--- src/rtl/oam_pkg.sv ---
// Shared OAM definitions: entry layout, screen/tile geometry and write-side sanitising.
// Build option: OAM_POS_CLAMP_EN clamps sprite positions on write.
package oam_pkg;

  localparam int unsigned OAM_DEPTH = 8;
  localparam int unsigned OAM_WIDTH = 32;
  localparam int unsigned IDX_W     = $clog2(OAM_DEPTH);

  localparam int unsigned TILE_SIZE = 32;
  localparam int unsigned SCREEN_W  = 640;
  localparam int unsigned SCREEN_H  = 480;
  localparam int unsigned CLAMP_X   = SCREEN_W - TILE_SIZE;
  localparam int unsigned CLAMP_Y   = SCREEN_H - TILE_SIZE;

  // Field positions (lsb) and widths inside a packed entry
  localparam int unsigned RSVD_BIT       = 31;
  localparam int unsigned TYPE_LSB       = 29;
  localparam int unsigned TYPE_W         = 2;
  localparam int unsigned ENABLE_BIT     = 28;
  localparam int unsigned POS_X_LSB      = 18;
  localparam int unsigned POS_X_W        = 10;
  localparam int unsigned POS_Y_LSB      = 8;
  localparam int unsigned POS_Y_W        = 10;
  localparam int unsigned DIR_LSB        = 6;
  localparam int unsigned DIR_W          = 2;
  localparam int unsigned SPRITE_ROW_LSB = 3;
  localparam int unsigned SPRITE_ROW_W   = 3;
  localparam int unsigned SPRITE_COL_LSB = 0;
  localparam int unsigned SPRITE_COL_W   = 3;

  typedef struct packed {
    logic                    rsvd;
    logic [TYPE_W-1:0]       obj_type;
    logic                    enable;
    logic [POS_X_W-1:0]      pos_x;
    logic [POS_Y_W-1:0]      pos_y;
    logic [DIR_W-1:0]        dir;
    logic [SPRITE_ROW_W-1:0] sprite_row;
    logic [SPRITE_COL_W-1:0] sprite_col;
  } oam_entry_t;

  typedef enum logic {
    ST_IDLE = 1'b0,
    ST_COPY = 1'b1
  } oam_state_e;

  // Reserved bit is always stored as zero; positions optionally kept on-screen.
  function automatic oam_entry_t sanitize_entry(input logic [OAM_WIDTH-1:0] raw);
    oam_entry_t e;
    e      = oam_entry_t'(raw);
    e.rsvd = 1'b0;
`ifdef OAM_POS_CLAMP_EN
    if (e.pos_x > POS_X_W'(CLAMP_X)) e.pos_x = POS_X_W'(CLAMP_X);
    if (e.pos_y > POS_Y_W'(CLAMP_Y)) e.pos_y = POS_Y_W'(CLAMP_Y);
`else
`endif
    return e;
  endfunction

endpackage

--- src/rtl/oam_manager_if.sv ---
// Game-logic write channel into the OAM shadow table (valid/ready handshake).
interface oam_manager_if;
  import oam_pkg::*;

  logic                 wr_valid;
  logic                 wr_ready;
  logic [IDX_W-1:0]     wr_idx;
  logic [OAM_WIDTH-1:0] wr_data;

  modport master (output wr_valid, output wr_idx, output wr_data, input wr_ready);
  modport slave  (input wr_valid, input wr_idx, input wr_data, output wr_ready);
endinterface

--- src/rtl/oam_table_dp.sv ---
// Register-array table: one write port, one registered read port, cleared on reset.
// Read-during-write to the same index returns the old contents.
module oam_table_dp #(
  parameter  int unsigned DEPTH = 8,
  parameter  int unsigned WIDTH = 32,
  localparam int unsigned AW    = $clog2(DEPTH)
) (
  input  logic             clk,
  input  logic             rst,
  input  logic             we_i,
  input  logic [AW-1:0]    waddr_i,
  input  logic [WIDTH-1:0] wdata_i,
  input  logic [AW-1:0]    raddr_i,
  output logic [WIDTH-1:0] rdata_o
);

  logic [WIDTH-1:0] mem_q [DEPTH];
  logic [WIDTH-1:0] rdata_q;

  always_ff @(posedge clk or posedge rst) begin
    if (rst) begin
      for (int i = 0; i < int'(DEPTH); i++) mem_q[i] <= '0;
      rdata_q <= '0;
    end else begin
      if (we_i) mem_q[waddr_i] <= wdata_i;
      rdata_q <= mem_q[raddr_i];
    end
  end

  assign rdata_o = rdata_q;

endmodule

--- src/rtl/oam_manager.sv ---
// Double-buffered OAM: game logic fills a shadow table, which is copied into the
// renderer-facing active table one entry per cycle at the first vblank after a commit.
module oam_manager
  import oam_pkg::*;
(
  input  logic                 clk,
  input  logic                 rst,
  oam_manager_if.slave         wr,
  input  logic                 commit_req,
  input  logic                 frame_start,
  input  logic [IDX_W-1:0]     oam_addr,
  output logic [OAM_WIDTH-1:0] oam_data,
  output logic                 busy,
  output logic                 committed
);

  oam_state_e           state_q;
  logic                 pending_q;
  logic [IDX_W-1:0]     cnt_q;
  logic                 busy_q;
  logic                 committed_q;
  logic                 wr_ready_q;
  logic                 fwd_q;
  logic [OAM_WIDTH-1:0] fwd_data_q;

  logic                 wr_fire_c;
  oam_entry_t           wr_entry_c;
  logic [IDX_W-1:0]     shadow_raddr_c;
  logic [OAM_WIDTH-1:0] shadow_rdata;
  logic [OAM_WIDTH-1:0] copy_data_c;
  logic                 copy_we_c;

  assign wr_fire_c  = wr.wr_valid && wr_ready_q;
  assign wr_entry_c = sanitize_entry(wr.wr_data);

  // Shadow reads run one entry ahead so each COPY cycle has its source word ready.
  assign shadow_raddr_c = (state_q == ST_COPY) ? IDX_W'(cnt_q + 1'b1) : '0;
  assign copy_we_c      = (state_q == ST_COPY);
  // A write landing on the pre-fetched index in the same edge wins over the stale read.
  assign copy_data_c    = fwd_q ? fwd_data_q : shadow_rdata;

  oam_table_dp #(.DEPTH(OAM_DEPTH), .WIDTH(OAM_WIDTH)) u_shadow (
    .clk     (clk),
    .rst     (rst),
    .we_i    (wr_fire_c),
    .waddr_i (wr.wr_idx),
    .wdata_i (wr_entry_c),
    .raddr_i (shadow_raddr_c),
    .rdata_o (shadow_rdata)
  );

  oam_table_dp #(.DEPTH(OAM_DEPTH), .WIDTH(OAM_WIDTH)) u_active (
    .clk     (clk),
    .rst     (rst),
    .we_i    (copy_we_c),
    .waddr_i (cnt_q),
    .wdata_i (copy_data_c),
    .raddr_i (oam_addr),
    .rdata_o (oam_data)
  );

  always_ff @(posedge clk or posedge rst) begin
    if (rst) begin
      state_q     <= ST_IDLE;
      pending_q   <= 1'b0;
      cnt_q       <= '0;
      busy_q      <= 1'b0;
      committed_q <= 1'b0;
      wr_ready_q  <= 1'b1;
      fwd_q       <= 1'b0;
      fwd_data_q  <= '0;
    end else begin
      committed_q <= 1'b0;
      fwd_q       <= wr_fire_c && (wr.wr_idx == shadow_raddr_c);
      fwd_data_q  <= wr_entry_c;
      case (state_q)
        ST_IDLE: begin
          if (frame_start && pending_q) begin
            state_q    <= ST_COPY;
            pending_q  <= 1'b0;
            cnt_q      <= '0;
            busy_q     <= 1'b1;
            wr_ready_q <= 1'b0;
          end else if (commit_req) begin
            pending_q <= 1'b1;
          end
        end
        ST_COPY: begin
          if (commit_req) pending_q <= 1'b1;
          if (cnt_q == IDX_W'(OAM_DEPTH - 1)) begin
            state_q     <= ST_IDLE;
            cnt_q       <= '0;
            busy_q      <= 1'b0;
            wr_ready_q  <= 1'b1;
            committed_q <= 1'b1;
          end else begin
            cnt_q <= IDX_W'(cnt_q + 1'b1);
          end
        end
        default: state_q <= ST_IDLE;
      endcase
    end
  end

  assign wr.wr_ready = wr_ready_q;
  assign busy        = busy_q;
  assign committed   = committed_q;

endmodule

--- src/flat_wrapper.sv ---
// flat-port wrapper written by rule: the top's interface ports become plain ports
module oam_manager_flat import oam_pkg::*;
  (clk, rst, commit_req, frame_start, oam_addr, oam_data, busy, committed, wr_wr_valid, wr_wr_idx, wr_wr_data, wr_wr_ready);
  oam_manager_if wr_i ();
  input  logic clk;
  input  logic rst;
  input  logic commit_req;
  input  logic frame_start;
  input  logic [IDX_W-1:0] oam_addr;
  output logic [OAM_WIDTH-1:0] oam_data;
  output logic busy;
  output logic committed;
  input wire logic [$bits(wr_i.wr_valid)-1:0] wr_wr_valid;
  input wire logic [$bits(wr_i.wr_idx)-1:0] wr_wr_idx;
  input wire logic [$bits(wr_i.wr_data)-1:0] wr_wr_data;
  output wire logic [$bits(wr_i.wr_ready)-1:0] wr_wr_ready;
  assign wr_i.wr_valid = wr_wr_valid;
  assign wr_i.wr_idx = wr_wr_idx;
  assign wr_i.wr_data = wr_wr_data;
  assign wr_wr_ready = wr_i.wr_ready;
  oam_manager u_core (.clk(clk), .rst(rst), .wr(wr_i), .commit_req(commit_req), .frame_start(frame_start), .oam_addr(oam_addr), .oam_data(oam_data), .busy(busy), .committed(committed));
endmodule
--- config.mk ---
export PLATFORM = sky130hd
export DESIGN_NAME = oam_manager_flat
export DESIGN_NICKNAME = d
export VERILOG_FILES = /design/src/rtl/oam_pkg.sv /design/src/rtl/oam_manager_if.sv /design/src/rtl/oam_table_dp.sv /design/src/rtl/oam_manager.sv /design/src/flat_wrapper.sv
export SDC_FILE = /design/constraint.sdc
export NUM_CORES = 1
export LEC_CHECK = 0
export BUFFER_PORTS_ARGS = -buffer_cell sky130_fd_sc_hd__buf_2
export CORE_UTILIZATION = 55
export DETAILED_ROUTE_END_ITERATION = 8
export GPL_TIMING_DRIVEN = 1
export HOLD_SLACK_MARGIN = 0.12
export PLACE_DENSITY = 0.76
export SLEW_MARGIN = 20
export SYNTH_ARGS = -nofsm -noshare
export SYNTH_HDL_FRONTEND = slang
export SYNTH_HIERARCHICAL = 1
export SYNTH_SLANG_ARGS = --single-unit
--- constraint.sdc ---
create_clock -name clk -period 20.5 [get_ports clk]
set_input_delay 0 -clock clk [delete_from_list [all_inputs] [get_ports clk]]
set_output_delay 0 -clock clk [all_outputs]
set_load 0.05 [all_outputs]
==> results.py <==
metrics = {
    "placed_design": {
        "numPortBuffers": 76,
        "dpl.hpwl_um": 28300,
        "post-place-ws_ns": 16.80,
        "place.gp.congestion": 0.733,
    },
    "setup_path": {
        "crit_fanout": 33,
        "path_class": "reg2reg",
        "cp-start-kind": "register",
        "r2r_slack_ns": 16.82,
        "worstPathRequired_ns": 21.00,
        "endpoint_kind": "register",
        "r2r_start": "u_core/cnt_q[0]",
        "reg2reg_to": "u_core/u_shadow/rdata_o[0]",
        "worst_ep_arrival_time_ns": 4.17,
        "reg2regPathDepth": 7,
    },
    "routing": {
        "drtAntennaViolNets": 0,
        "vias_per_cell": 5.87,
        "first_pass_iters": 4,
        "wirelength_um": 51900,
        "drt_iter0_drc": 653,
        "avgRoutedWirePerCell_um": 22.7,
        "num_vias": 13443,
        "route.detailed.drc": 0,
    },
    "clocking": {
        "cts_tree": "yes",
        "clkSlewWorstSetupHoldPaths_ns": 0.06,
        "root_buffer": "clkbuf_16",
        "cts_buffers": 60,
        "postCtsSetupBuffers": 0,
        "insertion_delay_ns": 0.61,
        "ctsLongestPathBuffers": 3,
        "cts_max_level": 2,
        "cts_sinks": 616,
    },
    "die": {
        "core_um2": 47500,
        "die_y_um": 221,
        "die_x_um": 221,
        "num_rows": 80,
        "initial_core_util_pct": 55.6,
        "dieArea_um2": 49000,
        "num_io_pins": 78,
    },
    "power_and_ir_drop": {
        "p_comb_share_pct": 32.6,
        "power_mw": 4.43,
        "power_switching_mw": 1.31,
        "p_int_mw": 3.12,
        "p_leak_nw": 14.0,
        "swShare_pct": 29.6,
        "p_seq_share_pct": 43.8,
        "power_density_nw_per_um2": 150,
        "power.share.clock_pct": 23.6,
        "vdd_drop_max_mv": 0.0898,
    },
    "grt": {
        "grt_pass1_wl_um": 84200,
        "grt_use_total_pct": 22.1,
        "grt_overflow": 0,
        "grt_max_degree": 190,
        "antenna_found_initial": 2,
        "grt_pass1_vias": 14759,
    },
    "sta": {
        "rsz0062_at_grt": "no",
        "fin_setup_tns_ns": 0,
        "maxSlewViolCount": 0,
        "hold_viol": 0,
        "post-route-period-util_pct": 17.9,
        "slew_headroom_pct": 30.6,
        "skew_ns": 0.0112,
        "fmaxAchievable_ghz": 0.272,
        "min_period_ns": 3.68,
        "worst_slack_ns": 16.82,
        "tightestPinTransition_ns": 1.04,
        "setup_viol": 0,
    },
    "outcome": {
        "outcome": "complete, no violations",
    },
    "synth": {
        "synth_area_leaders": "dfrtp_1, mux2_2, mux4_2",
        "seq_area_frac_synth_pct": 58.3,
        "yosysMostFrequentCell": "dfrtp_1",
        "synth_area_um2": 26500,
        "synth.distinct_cells": 34,
        "synth_edf_count": 0,
        "synth_ff_type": "dfrtp_1",
        "yosysTopAreaCellShare_pct": 58.2,
        "synth_area_leader_cell": "dfrtp_1",
        "synth-seq-cells": 616,
        "synth_common_cells": "dfrtp_1, mux2_2, mux4_2",
        "syn_avg_cell_area_um2": 17.5,
        "async_flop_share_pct": 100,
        "yosys_warnings": 6,
        "synthCells": 1509,
    },
    "final_layout": {
        "area_delta_synth_final_pct": 11.8,
        "drive_gt1_share_pct": 52.6,
        "fillers": 3312,
        "fin_nets": 1675,
    },
    "worst_hold_path": {
        "hold_path.class": "in2async",
    },
    "flow_run": {
        "maxCapViolations": 0,
    },
}
-- area by class of cell --
cell class                      instances  area [um2]  share of cell area [%]
Timing Repair Buffer                  155        1140                    3.87
Clock inverter                          7        45.0                   0.152
Antenna cell                            2        5.00                  0.0169
Inverter                                7        42.5                   0.144
Multi-Input combinational cell        790       10300                    34.9
Clock buffer                           97        1830                    6.19
Sequential cell                       616       15400                    52.1
Tap cell                              615         769                    2.60
-- cell families (layout without fill, tap and decap cells) --
logic type      count (synthesis)  count (layout)  synth area share [%]
mux                           735             735                  37.2
flops                         616             616                  58.3
buf+inv                       110             266                  3.20
simple gates                   33              33                 0.960
compound gates                 11              11                 0.265
fa+ha+maj                       2               2                0.0946
other cells                     1              10                0.0142
xor+xnor                        1               1                0.0331
-- state kept, by name, indices dropped and copies added (netlist names) --
name / count
u_core/fwd_data_q: 31
u_core/wr.wr_ready: 1
u_core/pending_q: 1
u_core/busy: 1
u_core/committed: 1
u_core/u_shadow/rdata_o: 32
u_core/u_active/rdata_o: 32
u_core/u_active/mem_q: 256
u_core/cnt_q: 3
u_core/copy_we_c: 1
u_core/fwd_q: 1
u_core/u_shadow/mem_q: 256
-- power by group through the flow --
stage          sequential [mW]  clock [mW]  combinational [mW]
3_3_place_gp              1.92           0                1.40
2_1_floorplan             1.97           0                1.13
4_1_cts                   1.94        1.07                1.46
6_report                  1.94        1.05                1.45
5_1_grt                   2.00        1.12                1.55
3_5_place_dp              1.96           0                1.45
-- layer usage --
| metal | global-route usage, % | share of wire, % |
|---|---|---|
| met2 | 36.2 | 50 |
| met3 | 2.80 | 3.4 |
| met5 | 0 | 0 |
| met4 | 5.98 | 1.8 |
| met1 | 31.5 | 45 |
-- metrics by stage --
stage / area, um2 / utilization [%] / hold WS, ns / instances
after floorplan: 26500 / - / 0.0314 / 1516
after global placement: 27100 / 57.1 / 0.202 / 2130
after detailed placement: 27100 / 57.1 / 0.207 / 2130
after CTS: 29500 / 62.1 / 0.121 / 2286
after global routing: 29600 / 62.2 / 0.140 / 2289
final: 29600 / 62.2 / 0.138 / 2289
-- worst max-delay path by stage --
stage | start | end | depth (start not counted)
after floorplan | rst | u_core/u_active/mem_q[0] | 1
after global placement | u_core/cnt_q[0] | u_core/u_shadow/rdata_o[0] | 7
after detailed placement | u_core/cnt_q[0] | u_core/u_shadow/rdata_o[0] | 7
after CTS | u_core/cnt_q[0] | u_core/u_shadow/rdata_o[0] | 7
after global routing | u_core/cnt_q[0] | u_core/u_shadow/rdata_o[0] | 7
final | u_core/cnt_q[0] | u_core/u_shadow/rdata_o[0] | 7
-- worst max-delay path, stage by stage (launching register included) --
cell	delay (ns)
dfrtp_1	0.63
ha_1	0.34
ha_1	0.28
nand2_1	0.11
clkinv_2	0.64
buf_4	0.62
mux4_1	0.65
mux2_2	0.27
-- timing repair --
action	in CTS	in global routing
hold endpoints to repair	585	0
hold buffers	52	0
gates resized for setup	0	0
-- placed cells by master, fill, tap and decap left out, types with 2 or more instances in the layout --
| master | synthesis | routed |
|---|---|---|
| nand4_1 | 2 | 2 |
| nand2_1 | 7 | 7 |
| clkbuf_16 | 0 | 61 |
| diode_2 | 0 | 2 |
| a21oi_1 | 3 | 3 |
| dlygate4sd3_1 | 0 | 52 |
| mux2_1 | 36 | 36 |
| inv_6 | 0 | 2 |
| mux2_2 | 563 | 563 |
| conb_1 | 1 | 8 |
| and2_1 | 2 | 2 |
| clkbuf_1 | 6 | 19 |
| dfrtp_1 | 615 | 615 |
| buf_4 | 14 | 26 |
| mux4_2 | 106 | 106 |
| inv_8 | 0 | 2 |
| nor4b_4 | 2 | 2 |
| o21ai_0 | 3 | 3 |
| clkbuf_8 | 0 | 17 |
| mux2_4 | 8 | 8 |
| nor2_1 | 3 | 3 |
| clkinv_2 | 0 | 5 |
| o22ai_1 | 3 | 3 |
| nor4bb_4 | 0 | 6 |
| inv_1 | 7 | 3 |
| mux4_1 | 22 | 22 |
| buf_2 | 48 | 74 |
| ha_1 | 2 | 2 |
| nand4b_1 | 6 | 6 |
Note: power is estimated with default switching activity, not from simulation.
